<file path="src/rtl/uart_pkg.sv">
// ---------------------------------------------------------------------------
// uart_pkg
// Shared definitions for the UART transmit path: default clock and line
// rate, the baud divisor helper, 8N1 frame constants and the transmitter
// FSM state encoding.
// ---------------------------------------------------------------------------
package uart_pkg;

  localparam int DEFAULT_CLK_FREQ = 50000000;
  localparam int DEFAULT_BAUD     = 9600;

  localparam int   DATA_BITS = 8;
  localparam logic START_BIT = 1'b0;
  localparam logic STOP_BIT  = 1'b1;

  typedef enum logic [1:0] {
    IDLE  = 2'd0,
    START = 2'd1,
    DATA  = 2'd2,
    STOP  = 2'd3
  } tx_state_t;

  // Clocks per bit; integer division truncates (5208 at 50 MHz / 9600).
  function automatic int baud_div(input int clk_freq, input int baud);
    return clk_freq / baud;
  endfunction

endpackage

</file>
<file path="src/rtl/uart_byte_fifo.sv">
// ---------------------------------------------------------------------------
// uart_byte_fifo
// Synchronous byte FIFO, first-word-fall-through: rd_data always shows the
// oldest entry, so a reader samples it in the same cycle it pops.
//
// Ports:
//   clk      rising-edge clock
//   rst_n    asynchronous active-low reset (pointers and count only)
//   wr_en    write request; ignored while full
//   wr_data  byte to store
//   rd_en    read request; ignored while empty
//   rd_data  oldest stored byte (undefined while empty)
//   full     count == DEPTH
//   empty    count == 0
//   count    entries held, 0..DEPTH
// ---------------------------------------------------------------------------
module uart_byte_fifo
  import uart_pkg::*;
#(
  parameter int DEPTH = 16
) (
  input  logic                     clk,
  input  logic                     rst_n,
  input  logic                     wr_en,
  input  logic [DATA_BITS-1:0]     wr_data,
  input  logic                     rd_en,
  output logic [DATA_BITS-1:0]     rd_data,
  output logic                     full,
  output logic                     empty,
  output logic [$clog2(DEPTH):0]   count
);

  localparam int AW = $clog2(DEPTH);
  localparam int CW = AW + 1;

  logic [DATA_BITS-1:0] mem [DEPTH];
  logic [AW-1:0]        wr_ptr;
  logic [AW-1:0]        rd_ptr;
  logic                 wr_fire;
  logic                 rd_fire;

  assign full    = (count == CW'(DEPTH));
  assign empty   = (count == '0);
  assign wr_fire = wr_en && !full;
  assign rd_fire = rd_en && !empty;
  assign rd_data = mem[rd_ptr];

  // Storage carries no reset; only the bookkeeping does.
  always_ff @(posedge clk) begin
    if (wr_fire) begin
      mem[wr_ptr] <= wr_data;
    end
  end

  // DEPTH is a power of two, so the pointers wrap by plain overflow.
  always_ff @(posedge clk or negedge rst_n) begin
    if (!rst_n) begin
      wr_ptr <= '0;
      rd_ptr <= '0;
      count  <= '0;
    end else begin
      if (wr_fire) wr_ptr <= wr_ptr + AW'(1);
      if (rd_fire) rd_ptr <= rd_ptr + AW'(1);
      case ({wr_fire, rd_fire})
        2'b10:   count <= count + CW'(1);
        2'b01:   count <= count - CW'(1);
        default: count <= count;
      endcase
    end
  end

endmodule

</file>
<file path="src/rtl/uart_tx_buffered.sv">
// ---------------------------------------------------------------------------
// uart_tx_buffered
// Buffered 8N1 RS232 transmitter. Bytes enter a FIFO over a valid/ready
// handshake and are serialised LSB first with an integrated baud counter.
// Consecutive queued bytes go out back to back with no idle clock.
//
// Ports:
//   clk         rising-edge system clock
//   rst_n       asynchronous active-low reset; abandons any frame at once
//   tx_data     byte offered by the producer
//   tx_valid    producer offers tx_data this cycle
//   tx_ready    FIFO not full (combinational from the FIFO count)
//   rs232_tx    serial line, idle high, registered
//   tx_busy     a frame is on the line, registered
//   fifo_count  entries held in the FIFO, 0..FIFO_DEPTH
// ---------------------------------------------------------------------------
module uart_tx_buffered
  import uart_pkg::*;
#(
  parameter int CLK_FREQ   = DEFAULT_CLK_FREQ,
  parameter int BAUD       = DEFAULT_BAUD,
  parameter int FIFO_DEPTH = 16
) (
  input  logic                          clk,
  input  logic                          rst_n,
  input  logic [DATA_BITS-1:0]          tx_data,
  input  logic                          tx_valid,
  output logic                          tx_ready,
  output logic                          rs232_tx,
  output logic                          tx_busy,
  output logic [$clog2(FIFO_DEPTH):0]   fifo_count
);

  localparam int BAUD_DIV = baud_div(CLK_FREQ, BAUD);
  localparam int CNT_W    = (BAUD_DIV > 2) ? $clog2(BAUD_DIV) : 1;
  localparam logic [CNT_W-1:0] CNT_LAST = CNT_W'(BAUD_DIV - 1);
  localparam logic [2:0]       BIT_LAST = 3'(DATA_BITS - 1);

  tx_state_t            state_q, state_d;
  logic [CNT_W-1:0]     cnt_q, cnt_d;
  logic [2:0]           bit_q, bit_d;
  logic [DATA_BITS-1:0] shift_q, shift_d;
  logic                 tx_d;
  logic                 busy_d;
  logic                 baud_end;
  logic                 pop;
  logic                 push;
  logic                 fifo_full;
  logic                 fifo_empty;
  logic [DATA_BITS-1:0] fifo_rd_data;

  assign tx_ready = !fifo_full;
  assign push     = tx_valid && tx_ready;

  uart_byte_fifo #(
    .DEPTH (FIFO_DEPTH)
  ) u_fifo (
    .clk     (clk),
    .rst_n   (rst_n),
    .wr_en   (push),
    .wr_data (tx_data),
    .rd_en   (pop),
    .rd_data (fifo_rd_data),
    .full    (fifo_full),
    .empty   (fifo_empty),
    .count   (fifo_count)
  );

  assign baud_end = (cnt_q == CNT_LAST);

  always_comb begin
    state_d = state_q;
    cnt_d   = cnt_q;
    bit_d   = bit_q;
    shift_d = shift_q;
    tx_d    = rs232_tx;
    busy_d  = tx_busy;
    pop     = 1'b0;

    // The counter only runs inside a frame and restarts at every bit edge.
    if (state_q != IDLE) begin
      cnt_d = baud_end ? '0 : cnt_q + CNT_W'(1);
    end

    case (state_q)
      IDLE: begin
        cnt_d = '0;
        bit_d = '0;
        if (!fifo_empty) begin
          pop     = 1'b1;
          shift_d = fifo_rd_data;
          tx_d    = START_BIT;
          busy_d  = 1'b1;
          state_d = START;
        end
      end
      START: begin
        if (baud_end) begin
          tx_d    = shift_q[0];
          shift_d = {1'b0, shift_q[DATA_BITS-1:1]};
          bit_d   = '0;
          state_d = DATA;
        end
      end
      DATA: begin
        if (baud_end) begin
          if (bit_q == BIT_LAST) begin
            tx_d    = STOP_BIT;
            state_d = STOP;
          end else begin
            tx_d    = shift_q[0];
            shift_d = {1'b0, shift_q[DATA_BITS-1:1]};
            bit_d   = bit_q + 3'd1;
          end
        end
      end
      STOP: begin
        if (baud_end) begin
          // Chain straight into the next start bit when data is waiting.
          if (!fifo_empty) begin
            pop     = 1'b1;
            shift_d = fifo_rd_data;
            tx_d    = START_BIT;
            bit_d   = '0;
            state_d = START;
          end else begin
            busy_d  = 1'b0;
            state_d = IDLE;
          end
        end
      end
      default: begin
        state_d = IDLE;
      end
    endcase
  end

  always_ff @(posedge clk or negedge rst_n) begin
    if (!rst_n) begin
      state_q  <= IDLE;
      cnt_q    <= '0;
      bit_q    <= '0;
      rs232_tx <= STOP_BIT;
      tx_busy  <= 1'b0;
    end else begin
      state_q  <= state_d;
      cnt_q    <= cnt_d;
      bit_q    <= bit_d;
      rs232_tx <= tx_d;
      tx_busy  <= busy_d;
    end
  end

  // The shift register is pure data and is always loaded before use.
  always_ff @(posedge clk) begin
    shift_q <= shift_d;
  end

endmodule

</file>
<file path="config.mk">
export PLATFORM = sky130hd
export DESIGN_NAME = uart_tx_buffered
export DESIGN_NICKNAME = d
export VERILOG_FILES = /design/src/rtl/uart_pkg.sv /design/src/rtl/uart_byte_fifo.sv /design/src/rtl/uart_tx_buffered.sv
export SDC_FILE = /design/constraint.sdc
export NUM_CORES = 1
export LEC_CHECK = 0
export CORE_MARGIN = 3
export CORE_UTILIZATION = 40
export CTS_BUF_LIST = sky130_fd_sc_hd__clkbuf_8 sky130_fd_sc_hd__clkbuf_16
export DETAILED_ROUTE_END_ITERATION = 10
export PLACE_DENSITY = 0.6
export SYNTH_ARGS = -nofsm -noshare
export SYNTH_HDL_FRONTEND = slang
export SYNTH_HIERARCHICAL = 1
export SYNTH_SLANG_ARGS = --single-unit
export TNS_END_PERCENT = 5
</file>
<file path="constraint.sdc">
create_clock -name clk -period 4.07 [get_ports clk]
set_input_delay 0.814 -clock clk [delete_from_list [all_inputs] [get_ports clk]]
set_output_delay 0.814 -clock clk [all_outputs]
set_load 0.01 [all_outputs]
</file>
Yosys cells after proc, flatten, opt, wreduce, memory -nomap -nowiden. Memory sizes are Yosys's and may differ from the RTL's. Cells that the tools add are included.

Add/subtract/negate cells: 6. Multiply operators: 0. Divide/modulo/power cells: 0. Order comparisons: 0. Equal/unequal tests: 16. Shift-type cells: 0. Muxes and demuxes: 38. Bitwise operators: 0. Reduce and logical (&&, ||, !) cells: 16.

Operators with widths (number): 2-to-1 mux 8 bit (5); 2-to-1 mux 13 bit (3); one-hot mux 8 bit (4 select lines) (1); != test 2 bit (second input constant) (8); 2-to-1 mux 3 bit (5); adder 13 x 1 -> 13 bit (second input constant) (1); equality test 13 bit (second input constant) (1); 2-to-1 mux 1 bit (13); one-hot mux 3 bit (4 select lines) (1); 2-to-1 mux 2 bit (5); one-hot mux 5 bit (2 select lines) (1); AND reduction 5 bit (2); adder 4 x 1 -> 4 bit (second input constant) (2); one-hot mux 2 bit (4 select lines) (1); AND reduction 4 bit (2); nonzero test 2 bit (4); equality test 2 bit (second input constant) (3); adder 5 x 1 -> 5 bit (second input constant) (1); equality test 5 bit (second input constant) (1); logical NOT 5 bit (1); subtractor 5 x 1 -> 5 bit (second input constant) (1); equality test 2 x 1 -> 1 bit (second input constant) (2); one-hot mux 1 bit (2 select lines) (2); one-hot mux 1 bit (4 select lines) (1); 6 further kinds (9).

Flip-flop bits (word level): 41. Latch bits: 0. Bits in writable memories: 128. Memory bits (read-only): 0. Bits of input ports: 11. Output and inout bits: 8. Logic and storage cells: 86. Memories kept: 1.

Memory list: u_fifo.mem (depth 16, width 8, rd ports 1, clocked after Yosys merged registers in 0, wr ports 1, line uart_byte_fifo.sv:36) `logic [DATA_BITS-1:0] mem [DEPTH];`.

Depth between registers and ports, before layout.
Word-level depth: 7. Gate-level depth with buffers: 15. Mapped depth without buffers: 14.

By module. The synthesis kept the hierarchy.

Modules (own cells, without submodules): uart_byte_fifo (times used 1, cells an instance 332, area an instance 5779.3 sq um, seq. area each 4169.0 sq um); uart_tx_buffered (times used 1, cells an instance 136, area an instance 1485.2 sq um, seq. area each 742.0 sq um).

Worst setup path before layout. OpenSTA, ideal clock, no wires.

Path type: register to register. Start point: reg cnt_q[8]. End point: reg u_fifo.count[4]. Library setup time: 0.126 ns. Arrival: 3.141 ns. Required time: 3.944 ns. Setup slack: 0.803 ns. Cell stages (with the launch flop): 15. Path buffers: 1. Clock period less this slack: 3.267 ns. Path through: dfrtp_1 -> or4b_4 -> nor3_4 -> nand2_1 -> a21boi_0 -> nor2b_1 -> buf_2 -> ha_1 -> inv_1 -> fa_1 -> nor2b_1 -> o21ai_0 -> nand3_1 -> or3b_1 -> xnor2_1.

Word-level cells in the longest chain between the ends: 6. Elaborated cells on any way between the ends: 8. Classes of those cells: eq/ne: 3; mux: 3; reduce/logical: 2.

RTL lines: start, declared (line uart_tx_buffered.sv:40) `logic [CNT_W-1:0] cnt_q, cnt_d;`; start signal, assigned (line uart_tx_buffered.sv:147) `cnt_q <= cnt_d;`; equality test 13 bit (*) (line uart_tx_buffered.sv:69) `assign baud_end = (cnt_q == CNT_LAST);`; 2-to-1 mux 1 bit (*) (line uart_tx_buffered.sv:118) `if (baud_end) begin`; one-hot mux 1 bit (2 select lines) (*) (line uart_tx_buffered.sv:85) `case (state_q)`; named net pop (line uart_tx_buffered.sv:46) `logic pop;`; logical AND 1 bit (*) (line uart_byte_fifo.sv:45) `assign rd_fire = rd_en && !empty;`; named net u_fifo.rd_fire (line uart_byte_fifo.sv:40) `logic rd_fire;`; equality test 2 x 1 -> 1 bit or equality test 2 bit (tied branches) (line uart_byte_fifo.sv:64) `case ({wr_fire, rd_fire})`; one-hot mux 5 bit (2 select lines) or nonzero test 2 bit (tied branches); end signal, assigned (line uart_byte_fifo.sv:65) `2'b10: count <= count + CW'(1);`; end signal, assigned (line uart_byte_fifo.sv:66) `2'b01: count <= count - CW'(1);`; end signal, assigned (line uart_byte_fifo.sv:67) `default: count <= count;`; end, declared (line uart_byte_fifo.sv:30) `output logic [$clog2(DEPTH):0] count`.

The timed path passes the listed nets; every way through them passes the cells marked *. A chain may end at the register's enable or synchronous reset.

Worst setup path after layout.
Start point: reg state_q[0]. End point: reg u_fifo.count[4].

Word-level cells in the longest chain between the ends: 5. Elaborated cells on any way between the ends: 8. Classes of those cells: eq/ne: 3; mux: 2; reduce/logical: 3.

RTL lines: start, declared (line uart_tx_buffered.sv:39) `tx_state_t state_q, state_d;`; start signal, assigned (line uart_tx_buffered.sv:146) `state_q <= state_d;`; equality test 2 bit or logical NOT 2 bit (tied branches) (line uart_tx_buffered.sv:85); one-hot mux 1 bit (2 select lines) (*) (line uart_tx_buffered.sv:85); named net pop (line uart_tx_buffered.sv:46); logical AND 1 bit (*) (line uart_byte_fifo.sv:45); equality test 2 x 1 -> 1 bit or equality test 2 bit (tied branches) (line uart_byte_fifo.sv:64); one-hot mux 5 bit (2 select lines) or nonzero test 2 bit (tied branches).

Marks and branches as above.

==> metrics <==
routed wl met3 around 360 µm; hold_ws a little under 0.5 ns; port bufs 18; Die H around 140 µm; Clock Path Buffers 2; CTS tree yes; RSZ-0062 raised after global routing no; Top Metal Used met4; M1 WL approximately 6700 µm; GRT overflow 0; Max Cap Viol 0; pre-CTS setup slack 0.376 ns; Final Critical Period 3.55 ns; setup_tns 0 ns; slowest cell delay on critical path slightly below 0.5 ns; Main synth FF type edfxtp_1; WP data required ~4.4 ns; setup slack after layout roughly 0.52 ns; CP Data Arrival Time about 3.9 ns; Cell Area, Synth between 7000 and 8000 µm²; Max H-tree Level 4; Total GRT Usage 0.152; Slew headroom 0.288; dpl hpwl ~9400 µm; Post-Syn Area per Cell 15.5 µm²; Final Hold Fails 0; crit path launch state_q[0]; critical path's top delay family simple AND/OR/NAND/NOR gates; buffers and inverters on the worst path 3; worst reg2reg endpoint u_fifo/count[4]; Post-synth EDFFs about 140; number of diodes 0; IO Count 19; Overall Power roughly 4.2 mW; total CTS buffers 17; worst setup path endpoint u_fifo/count[4]; antenna violations before repair 0; Max FO, Critical Path 13; First-pass DRT Iterations 4; Setup Skew roughly 0.008 ns; Hold/Removal Path Class flop to flop; first-pass GRT wire length around 23000 µm; WP depth 14; die area between 15000 and 20000 µm²; fmax ~0.28 GHz; CP startpoint kind flop; Post-synth ARST share 0.195; DRT Wirelength ~14000 µm; root buf cell clkbuf_16; Clock Sinks roughly 170; maximum vdd ir drop about 0.00028 V; Least-Margin Pin Slew roughly 1.1 ns; setup violators final 0; proportion of layout cells with a drive suffix above 1 0.154; CP Class flop to flop; initial DRC count between 200 and 250; die width 141 µm; Mapped Nets around 500; pwr dens 508 nW/µm²; DRC 0; final cell count without fillers 732; DP Cell Count about 700; register area 4910 µm²; synthesis-stage register bit count approximately 170; post-route ant nets 0; Slew Limit Fails 0; Vias around 3900; core area approximately 18000 µm²; largest net degree at the start of global routing 28; synth warn 6; clock transition at the registers of the reported paths approximately 0.07 ns; DR WL/cell between 15 and 20 µm; Worst Reg2Reg Path Length in Cells 14; status complete, no violations; design area approximately 8300 µm²; worst reg2reg path startpoint state_q[0]; Unique masters post-synth 54; fillers 1510; Post-Place Cell Area 7660 µm²; flop-to-flop setup slack 0.52 ns; initial cell density of the core 0.414; Slowest-stage cell, CP ha_1; final core occ 0.471; CP Cell Sequence inv_1 -> ha_1 -> nor2_2 -> a21boi_0 -> nor2b_1 -> buf_4 -> ha_1 -> inv_1 -> fa_1 -> nor2b_1 -> o21ai_0 -> nand3_1 -> or3b_1 -> xnor2_1; met2 wire len between 6000 and 7000 µm; final period utilization 0.871; multi-input logic area 2140 µm²; P&R area growth vs syn 13.7%; Leak Pwr 3.08 nW; vias per inst 5.33; Synth Instances 468; Clock Latency Late Sink 0.42 ns; Nets 524; kind of end point of the critical path flop; vias in the first global route 4034; # rows 48; sequential fraction of the synthesis area 0.676; GP Congestion 0.861
==> per-layer routing <==
metal,track usage,vias up
li1,-,1827
met1,0.209,2016
met2,0.246,46
met3,0.0387,10
met4,0.0331,0
met5,0,-
==> synth_stat cells, types with 2 or more instances <==
library cell    n  area, µm²
edfxtp_1      136       4080
dfrtp_1        32        801
nor2_1         32        120
mux2i_1        28        280
nand2_1        25       93.8
o21ai_0        21        105
inv_1          19       71.3
ha_1           17        213
mux4_2         16        360
xnor2_1        15        131
a21oi_1        13       65.1
a22oi_1         9       67.6
a221oi_1        8       70.1
mux2_2          8       90.1
a22o_1          7       61.3
buf_2           7       35.0
clkbuf_1        6       22.5
nor3_1          6       30.0
xor2_1          6       52.6
buf_6           5       56.3
nand3_1         5       25.0
nor2b_1         5       31.3
nand4_1         4       25.0
nor4_1          3       18.8
a21boi_0        2       15.0
and2_1          2       12.5
mux2_4          2       30.0
nand2b_1        2       12.5
o21ai_2         2       17.5
==> registers in the layout, indices dropped and copies added (netlist names) <==
signal and cells:
bit_q 3, cnt_q 13, rs232_tx 1, shift_q 8, state_q 2, tx_busy 1, u_fifo/count 5, u_fifo/mem 128
u_fifo/rd_ptr 4, u_fifo/wr_ptr 4
==> power breakdown <==
part           internal [mW]  total (mW)  switching (mW)  leakage, nW
logic                  0.187       0.460           0.273         1.15
registers               2.04        2.13          0.0888         1.64
clock network          0.918        1.61           0.689        0.288
total                   3.15        4.20            1.05         3.08
==> worst reg2reg max path, delay by kind of cell, from the launching register on <==
kind                     cells  cell delay (ns)
AO/OA/AOI/OAI                2             0.33
adder cells (fa/ha/maj)      3             1.11
XOR/XNOR                     1             0.13
buffers and inverters        3             0.36
flip-flops                   1             0.39
AND/OR/NAND/NOR              5             1.12
==> layout by cell type, fill, tap and decap left out, types with 2 or more instances in the layout <==
cell type        count
edfxtp_1           136
nor2_1              31
dfrtp_1             31
mux2i_1             28
nand2_1             25
o21ai_0             21
inv_1               20
clkdlybuf4s50_1     18
ha_1                17
clkbuf_16           17
mux4_2              16
xnor2_1             15
a21oi_1             13
buf_4               11
a22oi_1              9
a221oi_1             8
mux2_2               8
a22o_1               7
xor2_1               6
nor3_1               6
nand3_1              5
nor2b_1              5
nand4_1              4
nor4_1               3
inv_6                3
a21boi_0             2
o21ai_2              2
mux2_4               2
bufinv_16            2
clkinv_4             2
inv_8                2
clkinvlp_4           2
and2_1               2
nand2b_1             2
==> worst min path at each step <==
| stage | start | to | slack (ns) | cells past startpoint |
|---|---|---|---|---|
| 3_5_place_dp | cnt_q[0] | cnt_q[0] | 0.48 | 1 |
| 6_report | cnt_q[0] | cnt_q[0] | 0.49 | 1 |
| 4_1_cts | cnt_q[0] | cnt_q[0] | 0.49 | 1 |
| 2_1_floorplan | cnt_q[0] | cnt_q[0] | 0.45 | 1 |
| 3_3_place_gp | cnt_q[0] | cnt_q[0] | 0.47 | 1 |
| 5_1_grt | cnt_q[0] | cnt_q[0] | 0.52 | 1 |
==> area by class of cell <==
class	instances	area share
Inverter	19	0.00864
Tap cell	225	0.0341
Clock inverter	14	0.0201
Multi-Input combinational cell	259	0.259
Clock buffer	17	0.0515
Timing Repair Buffer	29	0.0318
Sequential cell	169	0.595
==> cell families (layout without fill, tap and decap cells) <==
group	count (synthesis)	after routing	synth area share
adder cells (fa/ha/maj)	18	18	0.0320
multiplexers	55	55	0.106
AND/OR/NAND/NOR	96	96	0.0668
flip-flops	169	169	0.676
buffers and inverters	40	79	0.0298
XOR/XNOR	21	21	0.0253
AO/OA/AOI/OAI	69	69	0.0637
==> what timing repair did <==
item                                    CTS  global route
buffers inserted                          0             0
endpoints found under the hold margin     0             0
hold buffers                              0             0
endpoints found under the setup margin    0             1
gates resized for setup                   0             1
Note: power is estimated with default switching activity, not from simulation.
